**config.mk**
```make
export PLATFORM = sky130hd
export DESIGN_NAME = mc_muldiv_unit
export DESIGN_NICKNAME = d
export VERILOG_FILES = /design/src/rtl/mc_muldiv_unit.sv
export SDC_FILE = /design/constraint.sdc
export NUM_CORES = 1
export LEC_CHECK = 0
export ABC_CLOCK_PERIOD_IN_PS = 6100
export BUFFER_PORTS_ARGS = -buffer_cell sky130_fd_sc_hd__buf_2
export CAP_MARGIN = 20
export CELL_PAD_IN_SITES_DETAIL_PLACEMENT = 0
export CELL_PAD_IN_SITES_GLOBAL_PLACEMENT = 1
export CORE_MARGIN = 5
export CORE_UTILIZATION = 39
export CTS_BUF_LIST = sky130_fd_sc_hd__clkbuf_4
export DETAILED_ROUTE_END_ITERATION = 12
export PLACE_DENSITY_LB_ADDON = 0.3
export SLEW_MARGIN = 20
export SYNTH_ARGS = -nofsm -noshare
export SYNTH_HDL_FRONTEND = slang
export SYNTH_SLANG_ARGS = --single-unit
export TNS_END_PERCENT = 10
```
**constraint.sdc**
```tcl
create_clock -name clk -period 6.1 [get_ports clk]
set_input_delay 0.915 -clock clk [delete_from_list [all_inputs] [get_ports clk]]
set_output_delay 0.915 -clock clk [all_outputs]
set_load 0.01 [all_outputs]
```
**src/rtl/mc_muldiv_unit.sv**
```systemverilog
// mc_muldiv_unit
// Multi-cycle integer multiply/divide unit for the EX stage. It handles one
// operation per accepted start and iterates one bit per clock: shift-add
// multiply or restoring divide. Signed operations run on magnitudes, and
// the signs are applied in a final fix-up cycle.
//
// Ports:
//   clk       rising-edge clock
//   reset_n   asynchronous active-low reset
//   start     operation request, sampled only while idle
//   flush     synchronous abort; returns to idle without updating outputs
//   Op        000 MULT, 001 MULTU, 010 DIV, 011 DIVU, others illegal
//   A, B      multiplicand/dividend, multiplier/divisor
//   busy      operation in progress (RUN or FIX)
//   done      one-cycle pulse; result outputs valid
//   Result    product low half / quotient
//   ResultHi  product high half / remainder
//   Zero      Result and ResultHi both zero
//   DivZero   last operation was a divide by zero
//   Illegal   last operation used an unused Op code
module mc_muldiv_unit #(
    parameter int WIDTH = 32
) (
    input  logic             clk,
    input  logic             reset_n,
    input  logic             start,
    input  logic             flush,
    input  logic [2:0]       Op,
    input  logic [WIDTH-1:0] A,
    input  logic [WIDTH-1:0] B,
    output logic             busy,
    output logic             done,
    output logic [WIDTH-1:0] Result,
    output logic [WIDTH-1:0] ResultHi,
    output logic             Zero,
    output logic             DivZero,
    output logic             Illegal
);

    localparam int CW = $clog2(WIDTH) + 1;

    typedef enum logic [1:0] {
        S_IDLE = 2'd0,
        S_RUN  = 2'd1,
        S_FIX  = 2'd2
    } state_t;

    state_t r_state, w_next;

    logic [CW-1:0]      r_cnt;
    logic [2*WIDTH-1:0] r_acc;    // mult: {partial high, multiplier}; div: {rem, quot}
    logic [WIDTH-1:0]   r_opnd;   // multiplicand magnitude or divisor magnitude
    logic               r_is_div;
    logic               r_neg_q;  // product/quotient sign
    logic               r_neg_r;  // remainder sign follows the dividend
    logic               r_dz;
    logic               r_ill;

    logic               w_capture;
    logic               w_commit;
    logic               w_last;

    // Operand decode at capture
    logic               w_signed;
    logic               w_div;
    logic               w_ill;
    logic               w_dz;
    logic [WIDTH-1:0]   w_mag_a;
    logic [WIDTH-1:0]   w_mag_b;

    // Iteration datapath
    logic [WIDTH:0]     w_msum;
    logic [WIDTH:0]     w_rem_sh;
    logic               w_ge;
    logic [WIDTH-1:0]   w_dsub;
    logic [2*WIDTH-1:0] w_acc_nxt;

    // Fix-up results
    logic [2*WIDTH-1:0] w_prod;
    logic [WIDTH-1:0]   w_quot;
    logic [WIDTH-1:0]   w_rem;
    logic [WIDTH-1:0]   w_res;
    logic [WIDTH-1:0]   w_res_hi;

    assign w_signed = (Op == 3'b000) || (Op == 3'b010);
    assign w_div    = (Op == 3'b010) || (Op == 3'b011);
    assign w_ill    = Op[2];
    assign w_dz     = w_div && (B == '0);
    // Negating the most negative value yields the same bit pattern, which is
    // the correct unsigned magnitude 2^(WIDTH-1).
    assign w_mag_a  = (w_signed && A[WIDTH-1]) ? -A : A;
    assign w_mag_b  = (w_signed && B[WIDTH-1]) ? -B : B;

    assign w_capture = (r_state == S_IDLE) && start && !flush;
    assign w_commit  = (r_state == S_FIX) && !flush;
    assign w_last    = (r_cnt == CW'(WIDTH - 1));
    assign busy      = (r_state != S_IDLE);

    // Next-state logic
    always_comb begin
        w_next = r_state;
        if (flush) begin
            w_next = S_IDLE;
        end else begin
            case (r_state)
                S_IDLE: if (start) w_next = (w_ill || w_dz) ? S_FIX : S_RUN;
                S_RUN:  if (w_last) w_next = S_FIX;
                S_FIX:  w_next = S_IDLE;
                default: w_next = S_IDLE;
            endcase
        end
    end

    always_ff @(posedge clk or negedge reset_n) begin
        if (!reset_n) begin
            r_state <= S_IDLE;
        end else begin
            r_state <= w_next;
        end
    end

    // One iteration step for either operation
    always_comb begin
        w_msum    = {1'b0, r_acc[2*WIDTH-1:WIDTH]} + {1'b0, (r_acc[0] ? r_opnd : '0)};
        // The shifted remainder needs one extra bit before the trial subtract.
        w_rem_sh  = r_acc[2*WIDTH-1:WIDTH-1];
        w_ge      = (w_rem_sh >= {1'b0, r_opnd});
        w_dsub    = w_rem_sh[WIDTH-1:0] - r_opnd;
        w_acc_nxt = {w_msum, r_acc[WIDTH-1:1]};
        if (r_is_div) begin
            w_acc_nxt = w_ge ? {w_dsub, r_acc[WIDTH-2:0], 1'b1}
                             : {w_rem_sh[WIDTH-1:0], r_acc[WIDTH-2:0], 1'b0};
        end
    end

    // Datapath registers carry no reset; control decides when they matter.
    always_ff @(posedge clk) begin
        if (w_capture) begin
            r_is_div <= w_div;
            r_neg_q  <= w_signed && (A[WIDTH-1] ^ B[WIDTH-1]);
            r_neg_r  <= w_signed && A[WIDTH-1];
            r_dz     <= w_dz;
            r_ill    <= w_ill;
            if (w_dz) begin
                r_acc  <= {{WIDTH{1'b0}}, A};
                r_opnd <= '0;
            end else if (w_div) begin
                r_acc  <= {{WIDTH{1'b0}}, w_mag_a};
                r_opnd <= w_mag_b;
            end else begin
                r_acc  <= {{WIDTH{1'b0}}, w_mag_b};
                r_opnd <= w_mag_a;
            end
        end else if ((r_state == S_RUN) && !flush) begin
            r_acc <= w_acc_nxt;
        end
    end

    always_ff @(posedge clk or negedge reset_n) begin
        if (!reset_n) begin
            r_cnt <= '0;
        end else if (w_capture) begin
            r_cnt <= '0;
        end else if ((r_state == S_RUN) && !flush) begin
            r_cnt <= r_cnt + CW'(1);
        end
    end

    // Sign fix-up and result selection
    always_comb begin
        w_prod   = r_neg_q ? -r_acc : r_acc;
        w_quot   = r_neg_q ? -r_acc[WIDTH-1:0] : r_acc[WIDTH-1:0];
        w_rem    = r_neg_r ? -r_acc[2*WIDTH-1:WIDTH] : r_acc[2*WIDTH-1:WIDTH];
        w_res    = w_prod[WIDTH-1:0];
        w_res_hi = w_prod[2*WIDTH-1:WIDTH];
        if (r_ill) begin
            w_res    = '0;
            w_res_hi = '0;
        end else if (r_dz) begin
            w_res    = '1;
            w_res_hi = r_acc[WIDTH-1:0];
        end else if (r_is_div) begin
            w_res    = w_quot;
            w_res_hi = w_rem;
        end
    end

    always_ff @(posedge clk or negedge reset_n) begin
        if (!reset_n) begin
            done     <= 1'b0;
            Result   <= '0;
            ResultHi <= '0;
            Zero     <= 1'b1;
            DivZero  <= 1'b0;
            Illegal  <= 1'b0;
        end else begin
            done <= w_commit;
            if (w_capture) begin
                DivZero <= 1'b0;
                Illegal <= 1'b0;
            end
            if (w_commit) begin
                Result   <= w_res;
                ResultHi <= w_res_hi;
                Zero     <= (w_res == '0) && (w_res_hi == '0);
                DivZero  <= r_dz;
                Illegal  <= r_ill;
            end
        end
    end

endmodule

```
==> results of run 1 <==
[area by class of cell]
| class | instances | area share [%] |
|---|---|---|
| antenna | 3 | 0.04395 |
| inverter | 67 | 1.480 |
| multi-input combinational | 1563 | 58.69 |
| clock buffer | 19 | 0.8350 |
| tap | 525 | 3.846 |
| sequential | 177 | 28.90 |
| timing repair buffer | 168 | 5.435 |
| clock inverter | 13 | 0.7691 |
[cell families (layout without fill, tap and decap cells)]
family | after synthesis | after routing | synth area share (%)
adders and majority gates | 71 | 71 | 5.770
buffers and inverters | 185 | 267 | 4.492
muxes | 69 | 69 | 4.516
DFF | 177 | 177 | 31.53
and+or+nand+nor | 663 | 663 | 20.44
xor gates and xnor gates | 165 | 165 | 9.231
other | 0 | 3 | 0
AOI/OAI and AO/OA | 595 | 595 | 24.02
[cell usage after synthesis, types with 9 or more instances]
| cell type | n | area [µm²] |
|---|---|---|
| nor2b_1 | 9 | 56.30 |
| nand4_1 | 11 | 68.82 |
| mux2i_1 | 56 | 560.5 |
| nor4b_1 | 14 | 122.6 |
| o21ai_1 | 39 | 195.2 |
| dfrtp_1 | 75 | 1877 |
| and3_1 | 15 | 93.84 |
| edfxtp_1 | 101 | 3033 |
| o41ai_1 | 13 | 113.9 |
| o221ai_1 | 13 | 113.9 |
| or4_1 | 26 | 195.2 |
| xnor2_1 | 100 | 875.8 |
| a211oi_1 | 41 | 307.8 |
| xor2_1 | 65 | 569.3 |
| nor3_1 | 62 | 310.3 |
| a21o_1 | 30 | 225.2 |
| mux2_2 | 11 | 123.9 |
| nor4_1 | 22 | 137.6 |
| and2_1 | 10 | 62.56 |
| o22ai_1 | 9 | 56.30 |
| a31oi_1 | 29 | 181.4 |
| inv_1 | 63 | 236.5 |
| o31ai_1 | 30 | 225.2 |
| ha_1 | 69 | 863.3 |
| a21oi_1 | 138 | 690.7 |
| nand3_1 | 26 | 130.1 |
| nand2_1 | 220 | 825.8 |
| buf_1 | 11 | 41.29 |
| o21ai_0 | 153 | 765.7 |
| nand2b_1 | 18 | 112.6 |
| or3_1 | 23 | 143.9 |
| nor2_1 | 171 | 641.9 |
| o211ai_1 | 9 | 67.56 |
| o21a_1 | 9 | 67.56 |
| clkbuf_1 | 102 | 382.9 |
[worst max path at each step]
| stage | start | to | slack (ns) |
|---|---|---|---|
| after global routing | r_acc[0] | Zero | 0.80 |
| after global placement | B[2] | r_acc[29] | 1.18 |
| after detailed placement | r_acc[0] | Zero | 1.14 |
| final | r_acc[0] | Zero | 1.04 |
| after floorplan | r_acc[0] | Zero | 1.77 |
| after CTS | r_acc[0] | Zero | 1.09 |
[per-stage QoR]
stage / area, µm² / setup WS (ns) / total power, mW
6_report: 17080 / 1.039 / 3.894
5_1_grt: 17080 / 0.8048 / 4.146
4_1_cts: 17070 / 1.087 / 3.907
3_5_place_dp: 16800 / 1.142 / 3.209
3_3_place_gp: 16800 / 1.180 / 3.201
2_1_floorplan: 15660 / 1.773 / 2.659
[worst register-to-register path, cell delays in order, from the launching register on]
cell and delay (ns):
edfxtp_1 0.52, inv_1 0.62, ha_1 0.28, or3b_1 0.41
or4_1 0.67, o41ai_1 0.51, mux2i_1 0.21, or3_1 0.13
a21boi_1 0.16, nand4_1 0.10, or4_1 0.58, or4_1 0.56
o41ai_2 0.22
[registers in the layout (all words and copies together), names as in the netlist]
register and cells:
r_cnt 6, DivZero 1, r_neg_q 1, r_ill 1
r_acc 64, r_dz 1, Zero 1, r_is_div 1
r_opnd 32, Result 32, Illegal 1, r_neg_r 1
r_state 2, done 1, ResultHi 32
[power by group through the flow]
stage	clock network, mW	registers (mW)	logic, mW
after floorplan	0	1.65	1.01
after global placement	0	1.69	1.51
after detailed placement	0	1.70	1.51
after CTS	0.715	1.67	1.52
after global routing	0.763	1.69	1.69
final	0.689	1.68	1.53
[routing by layer]
layer,part of all wire (%),routed length (µm),up-vias
met4,3.5,1998,2
li1,-,-,7257
met1,46,25990,7296
met2,43,24270,622
met3,7.9,4500,100
met5,0.023,13,-
==> metrics.log, run 1 <==
[metrics] largest delay contributor family on the critical path: simple AND/OR/NAND/NOR gates
[metrics] area taken by multi-input logic gates: 0.01003 mm²
[metrics] standard cell with the maximum stage delay on the critical path: or4_1
[metrics] sw power: 1.589 mW
[metrics] ratio of cells with drive above 1 in the final layout: 11.81%
[metrics] number of enable-type register cells in the synthesized netlist: 101
[metrics] die boundary height: 210.4 µm
[metrics] startpoint of the worst-slack reg-to-reg timing path: r_acc[0]
[metrics] number of levels in the clock H-tree: 4
[metrics] Max-Slew Margin vs Limit: 30.58%
[metrics] global routing's busiest layer: met2
[metrics] main flop type after synthesis: edfxtp_1
[metrics] share of total power in the clock network: 17.7%
[metrics] placed insts: 2,500
[metrics] Overall Global Routing Usage: 25.01%
[metrics] # DRC: 0
[metrics] largest incremental delay on the critical path: 0.67 ns
[metrics] synthesized netlist net count: 2,067
[metrics] HPWL Detailed: 44,110 µm
[metrics] met1 usage: 35.92%
[metrics] Fin Setup TNS: 0 ns
[metrics] Critical Setup Path Class: register to register
[metrics] count of final max-slew check failures: 0
[metrics] post-synthesis sequential area ratio: 31.53%
[metrics] portion of total power attributed to combinational logic: 39.3%
[metrics] Initial Util: 39.40%
[metrics] total power density per cell area: 228.0 mW/mm²
[metrics] count of clock tree sinks: 177
[metrics] area of the core: 0.03973 mm²
[metrics] most used cells in the layout excluding fill and tap cells: nand2_1 (218), nor2_1 (171), o21ai_0 (153)
[metrics] core occupancy in the finished layout: 42.99%
[metrics] Post-synth ARST share: 42.94%
[metrics] Remaining Overflow, GRT: 0
[metrics] crit path max fanout: 20
[metrics] status: finished clean
[metrics] Worst path most repeated cell: or4_1
[metrics] number of vias per cell after detailed routing: 6.026
[metrics] final-layout fill cell count: 4,116
[metrics] Worst Setup End Kind: register
[metrics] setup repair after global routing missed its margin: no
[metrics] number of placement rows: 73
[metrics] slew of the pin with the lowest slew margin: 1.041 ns
[metrics] fin nets: 2,136
[metrics] worst path arrival time: 5.64 ns
[metrics] post-synthesis cell count: 1,925
[metrics] final setup violation count: 0
[metrics] Worst Path Required: 6.68 ns
[metrics] via total after detailed routing: 15,280
[metrics] drt total wl: 56,770 µm
[metrics] # resized after CTS: 0
[metrics] library cell used as clock root buffer: clkbuf_4
[metrics] commonest non-fill, non-tap cell in the layout: nand2_1
[metrics] max capacitance violation total: 0
[metrics] path depth of the worst reg2reg path: 12
[metrics] number of global-route vias before repair: 14,730
[metrics] area of the die: 0.04425 mm²
[metrics] number of buffers inserted by post-CTS setup repair: 0
[metrics] Final min period: 5.061 ns
[metrics] area taken by flip-flops and latches: 0.004936 mm²
[metrics] Hold WC Path Type: input pin to asynchronous set/reset pin
[metrics] hold buffer count at cts: 0
[metrics] count of final hold-check violations: 0
[metrics] worst reg2reg path endpoint: Zero
[metrics] Yosys warnings: 0
[metrics] number of synthesized register bits: 177
[metrics] startpoint types: register
[metrics] hold_ws: 0.3801 ns
[metrics] post-DR wirelength/cell: 22.39 µm
[metrics] maximum vdd ir drop: 89.68 µV
[metrics] number of gates on the worst path with buffers counted: 12
[metrics] count of buffering cells on the critical path with inverters included: 1
[metrics] number of non-filler instances in the completed layout: 2,535
[metrics] M2 GR Usage: 37.27%
[metrics] CTS Buf Count: 17
[metrics] largest net degree at the start of global routing: 113
[metrics] Internal Pwr Total: 2.305 mW
[metrics] post-detailed-route count of antenna-violating nets: 0
[metrics] cells along the critical path: inv_1, ha_1, or3b_1, or4_1, o41ai_1, mux2i_1, or3_1, a21boi_1, nand4_1, or4_1, or4_1, o41ai_2
[metrics] CTS clock-pin slew for the worst setup and hold paths: 0.16 ns
[metrics] average cell area after synthesis: 8.132 µm²
[metrics] timing-limited maximum frequency: 197.6 MHz
[metrics] global-route wire length before repair: 87,310 µm
[metrics] cell area after synthesis: 0.01566 mm²
[metrics] share of the clock period used by the worst path after layout: 82.96%
[metrics] Chip Width: 210.4 µm
[metrics] clock latency on the worst-skew pair: 0.68 ns
[metrics] worst reg-to-reg setup slack: 1.04 ns
[metrics] Area growth, synth to finish: 9.111%
[metrics] fraction of met3 tracks used by global routing: 5.343%
[metrics] total I/O pin count: 140
[metrics] Sw Ratio: 40.80%
[metrics] count of cell types in the netlist: 84
[metrics] largest buffer count on any clock path: 2
[metrics] first-pass iteration count of the detailed router: 5
[metrics] proportion of power drawn by flip-flops and latches: 43.0%
[metrics] final weighted congestion of routability-driven global placement: 1.003
[metrics] initial antenna violation count: 3
[metrics] Iteration-0 DRC Markers: 1,573
[metrics] clock tree from TritonCTS: yes
[metrics] static power due to leakage: 6.958 nW
[metrics] count of input and output buffers: 139
[metrics] Clock Skew: 0.03817 ns
Power figures use the tool's default switching activity.
==> inputs of run 2 (changes only) <==
--- a/config.mk
+++ b/config.mk
@@ -5,7 +5,7 @@
 export SDC_FILE = /design/constraint.sdc
 export NUM_CORES = 1
 export LEC_CHECK = 0
-export ABC_CLOCK_PERIOD_IN_PS = 6100
+export ABC_CLOCK_PERIOD_IN_PS = 5150
 export BUFFER_PORTS_ARGS = -buffer_cell sky130_fd_sc_hd__buf_2
 export CAP_MARGIN = 20
 export CELL_PAD_IN_SITES_DETAIL_PLACEMENT = 0
==> constraint.sdc (replaced) <==
create_clock -name clk -period 5.15 [get_ports clk]
set_input_delay 0.7725 -clock clk [delete_from_list [all_inputs] [get_ports clk]]
set_output_delay 0.7725 -clock clk [all_outputs]
set_load 0.01 [all_outputs]
==> run 2 against run 1 <==
  * Hold slack worse by 0.30 ns
  * Power increased by 20%
  * Combinational power is 21% higher
  * Sequential share of layout area shrank 0.21 points
  * Cell count is 0.47% higher
  * Wire length up 2.9%
  * First-iteration DRC count fell by 0.25%
  * Non-clock buffer count up 14
  * Sequential power is 17% higher
  * Die area unchanged
  * Clock skew is 0.011 ns higher
  * Utilization up 0.32 points
  * Critical endpoint unchanged
  * Highest routed layer is now met4
==> metrics.log, run 2 (synthesis results as in run 1) <==
[metrics] hold_ws: 0.07525 ns
[metrics] hold buffer count at cts: 0
[metrics] final weighted congestion of routability-driven global placement: 0.9652
[metrics] die boundary height: 210.4 µm
[metrics] crit path max fanout: 7
[metrics] largest incremental delay on the critical path: 0.62 ns
[metrics] total power density per cell area: 271.0 mW/mm²
[metrics] standard cell with the maximum stage delay on the critical path: nor4_1
[metrics] Chip Width: 210.4 µm
[metrics] Critical Setup Path Class: register to register
[metrics] clock latency on the worst-skew pair: 0.69 ns
[metrics] Iteration-0 DRC Markers: 1,569
[metrics] post-DR wirelength/cell: 22.93 µm
[metrics] Clock Skew: 0.04952 ns
[metrics] largest net degree at the start of global routing: 95
[metrics] share of the clock period used by the worst path after layout: 96.36%
[metrics] count of buffering cells on the critical path with inverters included: 0
[metrics] count of clock tree sinks: 177
[metrics] Overall Global Routing Usage: 25.81%
[metrics] drt total wl: 58,390 µm
[metrics] number of global-route vias before repair: 14,730
[metrics] timing-limited maximum frequency: 201.5 MHz
[metrics] number of levels in the clock H-tree: 4
[metrics] placed insts: 2,514
[metrics] largest buffer count on any clock path: 2
[metrics] Fin Setup TNS: 0 ns
[metrics] fin nets: 2,150
[metrics] number of buffers inserted by post-CTS setup repair: 0
[metrics] final setup violation count: 0
[metrics] finished layout cell area: 0.01721 mm²
[metrics] static power due to leakage: 7.034 nW
[metrics] maximum vdd ir drop: 119.3 µV
[metrics] CTS Buf Count: 17
[metrics] total I/O pin count: 140
[metrics] library cell used as clock root buffer: clkbuf_4
[metrics] area of the die: 0.04425 mm²
[metrics] instance area after placement: 0.01693 mm²
[metrics] startpoint types: register
[metrics] Worst Path Required: 5.76 ns
[metrics] Hold WC Path Type: input pin to asynchronous set/reset pin
[metrics] Remaining Overflow, GRT: 0
[metrics] number of vias per cell after detailed routing: 6.093
[metrics] max capacitance violation total: 0
[metrics] # DRC: 0
[metrics] post-detailed-route count of antenna-violating nets: 0
[metrics] Final min period: 4.963 ns
[metrics] HPWL Detailed: 45,560 µm
[metrics] setup repair after global routing missed its margin: no
[metrics] # resized after CTS: 0
[metrics] status: finished clean
[metrics] count of input and output buffers: 139
[metrics] ratio of cells with drive above 1 in the final layout: 12.38%
[metrics] via total after detailed routing: 15,520
[metrics] area of the core: 0.03973 mm²
[metrics] Worst Setup End Kind: register
[metrics] first-pass iteration count of the detailed router: 6
[metrics] slew of the pin with the lowest slew margin: 1.030 ns
[metrics] CTS clock-pin slew for the worst setup and hold paths: 0.19 ns
[metrics] count of final hold-check violations: 0
[metrics] worst path arrival time: 5.57 ns
[metrics] clock tree from TritonCTS: yes
[metrics] initial antenna violation count: 2
[metrics] largest register by flop count: r_acc
[metrics] commonest non-fill, non-tap cell in the layout: nand2_1
[metrics] Max-Slew Margin vs Limit: 31.07%
[metrics] cells along the critical path: or4_4, nor4_1, nand3_1, o21ai_1, a21oi_1, a211oi_1, nand4_1, or4_1, or4_1, o41ai_2
[metrics] Area growth, synth to finish: 9.919%
[metrics] number of placement rows: 73
[metrics] most used cells in the layout excluding fill and tap cells: nand2_1 (218), nor2_1 (171), o21ai_0 (153)
[metrics] largest delay contributor family on the critical path: simple AND/OR/NAND/NOR gates
[metrics] flip-flop count of the largest register after layout: 64
[metrics] Worst path most repeated cell: or4_1
[metrics] Initial Util: 39.40%
[metrics] global-route wire length before repair: 89,440 µm
[metrics] number of non-filler instances in the completed layout: 2,547
[metrics] count of final max-slew check failures: 0
-- run 2: cell types whose count changed in the layout (fill, tap and decap cells not counted), moves of 2 or more --
cell	delta
buf_12	+2
inv_2	+2
clkinv_4	-2
buf_4	+11
-- run 2: worst reg2reg max path, cell delays in order, from the launching register on --
cell and delay [ns]:
edfxtp_1 0.61, or4_4 0.58, nor4_1 0.62, nand3_1 0.41
o21ai_1 0.46, a21oi_1 0.14, a211oi_1 0.55, nand4_1 0.18
or4_1 0.56, or4_1 0.56, o41ai_2 0.23
-- run 2: cell type report --
type | instances | area, µm²
multi-input combinational | 1563 | 10030
sequential | 177 | 4936
timing repair buffer | 182 | 1062
fill | 4092 | 22520
antenna | 2 | 5.005
clock inverter | 13 | 133.9
inverter | 67 | 252.7
clock buffer | 18 | 135.1
tap | 525 | 656.9
-- run 2: report_power, final --
part	internal, mW	total (mW)	switching (mW)
logic	0.740	1.85	1.11
registers	1.74	1.97	0.228
clock network	0.293	0.845	0.551
total	2.77	4.66	1.89
-- run 2: worst paths after layout --
kind | startpoint | endpoint | slack [ns] | cells after the start
setup / recovery | r_acc[21] | Zero | 0.19 | 10
hold / removal | reset_n | ResultHi[20] | 0.08 | 1
setup reg to reg | r_acc[21] | Zero | 0.19 | 10
hold reg to reg | Result[14] | Result[14] | 0.48 | 2
max in group asynchronous | reset_n | r_state[0] | 4.54 | 1
min in group clk | flush | r_state[1] | 0.28 | 2
-- run 2: per-layer routing --
metal	part of all wire (%)	GRT usage (%)	wire length, µm	vias up
met5	0	0	0	-
met4	2.8	7.516	1634	0
met3	6.6	4.167	3869	93
met2	44	39.96	25770	655
met1	46	37.35	27120	7507
li1	-	-	-	7263
-- run 2: stage by stage --
step,total power [mW],setup WS (ns),util (%)
after CTS,4.674,0.3210,43.29
after detailed placement,3.826,0.3378,42.61
after floorplan,3.150,0.8233,-
final,4.664,0.1874,43.31
after global routing,4.938,0.1902,43.31
after global placement,3.816,0.3355,42.61
